$ cat src/rtl/trigger_sequencer.sv
// ----------------------------------------------------------------------------
// trigger_sequencer
//   Multi-source trigger sequencer for the neutron acquisition front end.
//   Rising edges on N_SRC trigger sources are masked and counted. When enough
//   of them land in the same cycle, the block runs a DELAY -> FIRE -> HOLDOFF
//   sequence. The block also provides ARM/VETO gating, source tagging and
//   saturating accept/reject counters.
//
// Ports
//   CLK              system clock, all logic on posedge
//   RST              synchronous reset, active-high
//   SRC_TRIG         raw trigger sources (synchronous to CLK)
//   SRC_MASK         1 = source enabled
//   COINC_MIN        minimum number of simultaneous source edges (0 acts as 1)
//   DELAY_CYC        delay before fire, sampled when DELAY is entered
//   HOLDOFF_CYC      dead time after fire, sampled when HOLDOFF is entered
//   ARM              1 = new triggers may be accepted
//   VETO             1 = reject new triggers / abort a pending delay
//   TRIGGER_OUT      high for PULSE_LEN cycles per accepted trigger
//   TRIGGER_SRC      masked sources that contributed to the last accepted trigger
//   LIVE_ACQUISITION idle, armed and not vetoed
//   ACCEPT_COUNT     triggers fired (saturating)
//   REJECT_COUNT     qualified events that did not fire (saturating)
// ----------------------------------------------------------------------------
module trigger_sequencer #(
  parameter int unsigned N_SRC     = 4,
  parameter int unsigned CNT_W     = 16,
  parameter int unsigned PULSE_LEN = 4,
  parameter int unsigned EVT_W     = 24
) (
  input  logic                         CLK,
  input  logic                         RST,
  input  logic [N_SRC-1:0]             SRC_TRIG,
  input  logic [N_SRC-1:0]             SRC_MASK,
  input  logic [$clog2(N_SRC+1)-1:0]   COINC_MIN,
  input  logic [CNT_W-1:0]             DELAY_CYC,
  input  logic [CNT_W-1:0]             HOLDOFF_CYC,
  input  logic                         ARM,
  input  logic                         VETO,
  output logic                         TRIGGER_OUT,
  output logic [N_SRC-1:0]             TRIGGER_SRC,
  output logic                         LIVE_ACQUISITION,
  output logic [EVT_W-1:0]             ACCEPT_COUNT,
  output logic [EVT_W-1:0]             REJECT_COUNT
);

  localparam int unsigned CW = $clog2(N_SRC + 1);
  localparam int unsigned PW = (PULSE_LEN > 1) ? $clog2(PULSE_LEN) : 1;

  localparam logic [1:0] ST_IDLE    = 2'd0;
  localparam logic [1:0] ST_DELAY   = 2'd1;
  localparam logic [1:0] ST_FIRE    = 2'd2;
  localparam logic [1:0] ST_HOLDOFF = 2'd3;

  logic [N_SRC-1:0] src_q, src_q_d;
  logic [N_SRC-1:0] src_edge;
  logic [CW-1:0]    edge_cnt;
  logic [CW-1:0]    coinc_eff;
  logic             qual;

  logic [1:0]       state_q, state_d;
  logic [CNT_W-1:0] cnt_q, cnt_d;
  logic [PW-1:0]    pcnt_q, pcnt_d;
  logic             trig_q, trig_d;
  logic [N_SRC-1:0] tsrc_q, tsrc_d;
  logic [EVT_W-1:0] acc_q, acc_d;
  logic [EVT_W-1:0] rej_q, rej_d;
  logic             acc_inc, rej_inc;

  // Edge detector. Both stages come out of reset as all-ones, so a source
  // that is held high across reset does not produce an edge.
  always_ff @(posedge CLK) begin
    if (RST) begin
      src_q   <= '1;
      src_q_d <= '1;
    end else begin
      src_q   <= SRC_TRIG;
      src_q_d <= src_q;
    end
  end

  assign src_edge = src_q & ~src_q_d & SRC_MASK;

  always_comb begin
    edge_cnt = '0;
    for (int unsigned i = 0; i < N_SRC; i++) begin
      edge_cnt = edge_cnt + CW'(src_edge[i]);
    end
  end

  assign coinc_eff = (COINC_MIN == '0) ? CW'(1) : COINC_MIN;
  assign qual      = (edge_cnt >= coinc_eff);

  always_comb begin
    state_d = state_q;
    cnt_d   = cnt_q;
    pcnt_d  = pcnt_q;
    trig_d  = trig_q;
    tsrc_d  = tsrc_q;
    acc_inc = 1'b0;
    rej_inc = 1'b0;
    case (state_q)
      ST_IDLE: begin
        if (qual && ARM) begin
          if (!VETO) begin
            state_d = ST_DELAY;
            cnt_d   = DELAY_CYC;
            tsrc_d  = src_edge;
          end else begin
            rej_inc = 1'b1;
          end
        end
      end
      ST_DELAY: begin
        // Pile-up edges extend the tag but are not counted separately.
        tsrc_d = tsrc_q | src_edge;
        if (VETO) begin
          state_d = ST_IDLE;
          rej_inc = 1'b1;
        end else if (cnt_q == '0) begin
          state_d = ST_FIRE;
          pcnt_d  = PW'(PULSE_LEN - 1);
          trig_d  = 1'b1;
          acc_inc = 1'b1;
        end else begin
          cnt_d = cnt_q - 1'b1;
        end
      end
      ST_FIRE: begin
        rej_inc = qual;
        if (pcnt_q == '0) begin
          state_d = ST_HOLDOFF;
          cnt_d   = HOLDOFF_CYC;
          trig_d  = 1'b0;
        end else begin
          pcnt_d = pcnt_q - 1'b1;
        end
      end
      default: begin
        rej_inc = qual;
        if (cnt_q == '0) begin
          state_d = ST_IDLE;
        end else begin
          cnt_d = cnt_q - 1'b1;
        end
      end
    endcase
  end

  always_comb begin
    acc_d = acc_q;
    rej_d = rej_q;
    if (acc_inc && (acc_q != '1)) acc_d = acc_q + 1'b1;
    if (rej_inc && (rej_q != '1)) rej_d = rej_q + 1'b1;
  end

  always_ff @(posedge CLK) begin
    if (RST) begin
      state_q <= ST_IDLE;
      cnt_q   <= '0;
      pcnt_q  <= '0;
      trig_q  <= 1'b0;
      tsrc_q  <= '0;
      acc_q   <= '0;
      rej_q   <= '0;
    end else begin
      state_q <= state_d;
      cnt_q   <= cnt_d;
      pcnt_q  <= pcnt_d;
      trig_q  <= trig_d;
      tsrc_q  <= tsrc_d;
      acc_q   <= acc_d;
      rej_q   <= rej_d;
    end
  end

  assign TRIGGER_OUT      = trig_q;
  assign TRIGGER_SRC      = tsrc_q;
  assign LIVE_ACQUISITION = (state_q == ST_IDLE) & ARM & ~VETO;
  assign ACCEPT_COUNT     = acc_q;
  assign REJECT_COUNT     = rej_q;

endmodule

$ cat config.mk
export PLATFORM = sky130hd
export DESIGN_NAME = trigger_sequencer
export DESIGN_NICKNAME = d
export VERILOG_FILES = /design/src/rtl/trigger_sequencer.sv
export SDC_FILE = /design/constraint.sdc
export NUM_CORES = 1
export LEC_CHECK = 0
export BUFFER_PORTS_ARGS = -buffer_cell sky130_fd_sc_hd__buf_2
export CORE_MARGIN = 1
export CORE_UTILIZATION = 50
export CTS_CLUSTER_SIZE = 16
export DETAILED_ROUTE_END_ITERATION = 16
export GPL_TIMING_DRIVEN = 0
export PLACE_DENSITY = 0.75
export SLEW_MARGIN = 20
export SYNTH_ARGS = -nofsm -noshare
export SYNTH_HDL_FRONTEND = slang
export SYNTH_SLANG_ARGS = --single-unit
$ cat constraint.sdc
create_clock -name CLK -period 4.8 [get_ports CLK]
set_input_delay 0.72 -clock CLK [delete_from_list [all_inputs] [get_ports CLK]]
set_output_delay 0.72 -clock CLK [all_outputs]
set_load 0.05 [all_outputs]
==> metrics.md <==
| Metric | Value |
|---|---|
| Status | finished clean |
| Main combinational cell family by area after synthesis | simple AND/OR/NAND/NOR gates |
| Syn avg cell area | approximately 8.1 µm² |
| Register area share after synthesis | 36.0% |
| Global-route wire length before repair | 20900 µm |
| Ys flop type | dfxtp_1 |
| Clock Latency Late Sink | between 300 and 400 ps |
| Final Slew Violations | 0 |
| Routed Antenna Nets | 0 |
| Largest net degree at the start of global routing | 13 |
| Startpoint types | input port |
| Crit path DAT | just over 4000 ps |
| Post-CTS Setup Bufs | 0 |
| GP Congestion | a little over 0.9 |
| DIE AREA | between 9000 and 10000 µm² |
| Final wirelength | 12800 µm |
| CP Data Required Time | 5100 ps |
| Final core utilization | 60.7% |
| Skew final | 9.32 ps |
| Post-synth ARST share | 0% |
| Crit end category | flip-flop |
| Power Dens Cells | 258 nW/µm² |
| Post-Syn Instances | 557 |
| Via density | 6.25 |
| Fraction of synthesized area in multiplexers | between 2 and 3% |
| Final Power | 1.37 mW |
| Most frequent cells in the layout | buf_2 (101), dfxtp_1 (81), a21oi_1 (49) |
| Die Y-Extent | 97.0 µm |
| XOR/XNOR share of the synthesized area | 0.583% |
| Achievable Freq | 266 MHz |
| Clock slew at reported path FFs | 80 ps |
| Initial Utilization | 51.7% |
| Core area | a little under 9000 µm² |
| Final Instance Area | 5290 µm² |
| FF-to-FF setup slack | 1140 ps |
| Clock buffer depth | 2 |
| Nets | 727 |
| Port-buffer cells | 99 |
| Clk sinks | slightly above 80 |
| Placed inst area | approximately 5100 µm² |
| Post-synthesis compound-gate area fraction | 23.9% |
| Post-Synth Simple-Gate Area | 27.8% |
| Sum Neg Setup Slack | 0 ps |
| Vias | 4866 |
| Fin crit period | 3760 ps |
| Antenna violations before repair | 0 |
| #FFs+latches synth | 81 |
| Pre-Repair DR Iteration Count | 7 |
| Via count of the first global-routing pass | between 4000 and 5000 |
| # rows | 34 |
| Htree depth | 3 |
| Endpoints failing setup | 0 |
| Top-area cell type share of the netlist area | 36.0% |
| RSZ-0062 raised after global routing | no |
| Crit Path Category | in -> reg |
| DRC violations left | 0 |
| Fin. Hold Viols | 0 |
| Layout cells sized above 1 | 20.3% |
| Synth area leaders | dfxtp_1 (36%), a21oi_1 (5.4%), o31ai_1 (4.8%) |
| Max Cap Viol | 0 |
| Total CTS buffers | 9 |
| YS warnings | 0 |
| Drt wl/cell | 16.4 µm |
| CTS tree | built |
| N_diodes | 0 |
| Area leader, netlist | dfxtp_1 |
| Leak pwr | 2.04 nW |
| Post-synth EDFFs | 0 |
| Worst vdd ir | 0.000144 V |
| All-Layer GR Usage | 26.8% |
| Post-CTS Resized | 0 |
| # fillers | 818 |
| Distinct cells, synth | 50 |
| Post-Synth Adder-Cell Area | between 3 and 4% |
| Min-Delay Path Class | reg -> reg |
| P&R area growth vs syn | 17.4% |
| Hold buffer count at CTS | 0 |
| Tightest Pin Transition | between 900 and 1000 ps |
| Most common cell after layout, fill and taps aside | buf_2 |
| Mapped Nets | roughly 620 |
| I/O Pins | 101 |
| Grt total ovfl | 0 |
| Die width | 97.0 µm |
| 1st-iter DRT viols | 383 |
| Crit path max fanout | 10 |
| Area of the mapped netlist | 4510 µm² |
| Period utilization | 78.4% |
| Max-slew headroom | between 30% and 40% |
| HPWL Detailed | 9320 µm |
| Clock root buffer | clkbuf_8 |
[worst max-delay path, stage by stage]
cell and delay, ps:
buf_2 70, nand2_1 50, nor2_1 180, fa_1 460, ha_1 190, ha_1 270
ha_1 310, o21ai_0 160, a21oi_1 60, o31ai_1 470, clkbuf_1 400, clkbuf_1 390
o21ai_0 150, a21oi_1 160
[path summary, 6_finish.rpt]
check	from	to	cells after the start
min reg2reg	src_q[1]	src_q_d[1]	1
max reg2reg	src_q[0]	REJECT_COUNT[1]	13
min	src_q[1]	src_q_d[1]	1
max	SRC_MASK[0]	REJECT_COUNT[1]	14
[per-layer routing]
| metal | vias up | share of wire, % | GRT usage, % | wire length [µm] |
|---|---|---|---|---|
| li1 | 2346 | - | - | - |
| met1 | 2301 | 45 | 35.4 | 5700 |
| met2 | 198 | 46 | 42.7 | 5910 |
| met3 | 21 | 7.3 | 5.64 | 936 |
| met4 | 0 | 1.7 | 10.4 | 216 |
| met5 | - | 0 | 0 | 0 |
[where the power goes]
| group | switching, mW | internal [mW] |
|---|---|---|
| combinational | 0.155 | 0.0803 |
| sequential | 0.0118 | 0.685 |
| clock | 0.251 | 0.185 |
| total | 0.417 | 0.951 |
[synth_stat cells, types with 5 or more instances]
master	n
a211oi_1	10
nand4_1	16
and4_1	9
nor2_1	44
nor4_1	10
o31ai_1	29
ha_1	12
dfxtp_1	81
nand2_1	25
nand3_1	22
mux2_2	11
o311ai_0	11
or3_1	18
a222oi_1	6
nor3_1	16
inv_1	22
a221oi_1	5
a21oi_1	49
and3_1	7
o21ai_0	31
a31oi_1	5
or2_2	9
or4_1	19
clkbuf_1	32
nor2b_1	13
[flip-flops by register name (all words and copies together) (netlist names)]
| name | cells |
|---|---|
| ACCEPT_COUNT | 24 |
| REJECT_COUNT | 24 |
| cnt_q | 16 |
| TRIGGER_SRC | 4 |
| src_q | 4 |
| src_q_d | 4 |
| pcnt_q | 2 |
| state_q | 2 |
| TRIGGER_OUT | 1 |
[through the flow]
stage	hold WS [ps]	setup WS (ps)	cells
after floorplan	417	1240	557
after global placement	418	655	764
after detailed placement	430	656	764
after CTS	450	1010	779
after global routing	468	689	779
final	445	1040	779
[cells by family after synthesis]
family,count (synthesis)
and+or+nand+nor,225
AOI/OAI and AO/OA,165
DFF,81
buffers and inverters,58
adders and majority gates,13
muxes,12
xor gates and xnor gates,3
[layout make-up]
type / instances / area, µm² / share of cell area [%]
buffer: 36 / 145 / 2.74
clock buffer: 12 / 135 / 2.55
clock inverter: 3 / 18.8 / 0.355
inverter: 22 / 82.6 / 1.56
multi-input combinational: 418 / 2660 / 50.2
sequential: 81 / 1620 / 30.6
tap: 108 / 135 / 2.55
timing repair buffer: 99 / 495 / 9.36
Power figures use the tool's default switching activity.
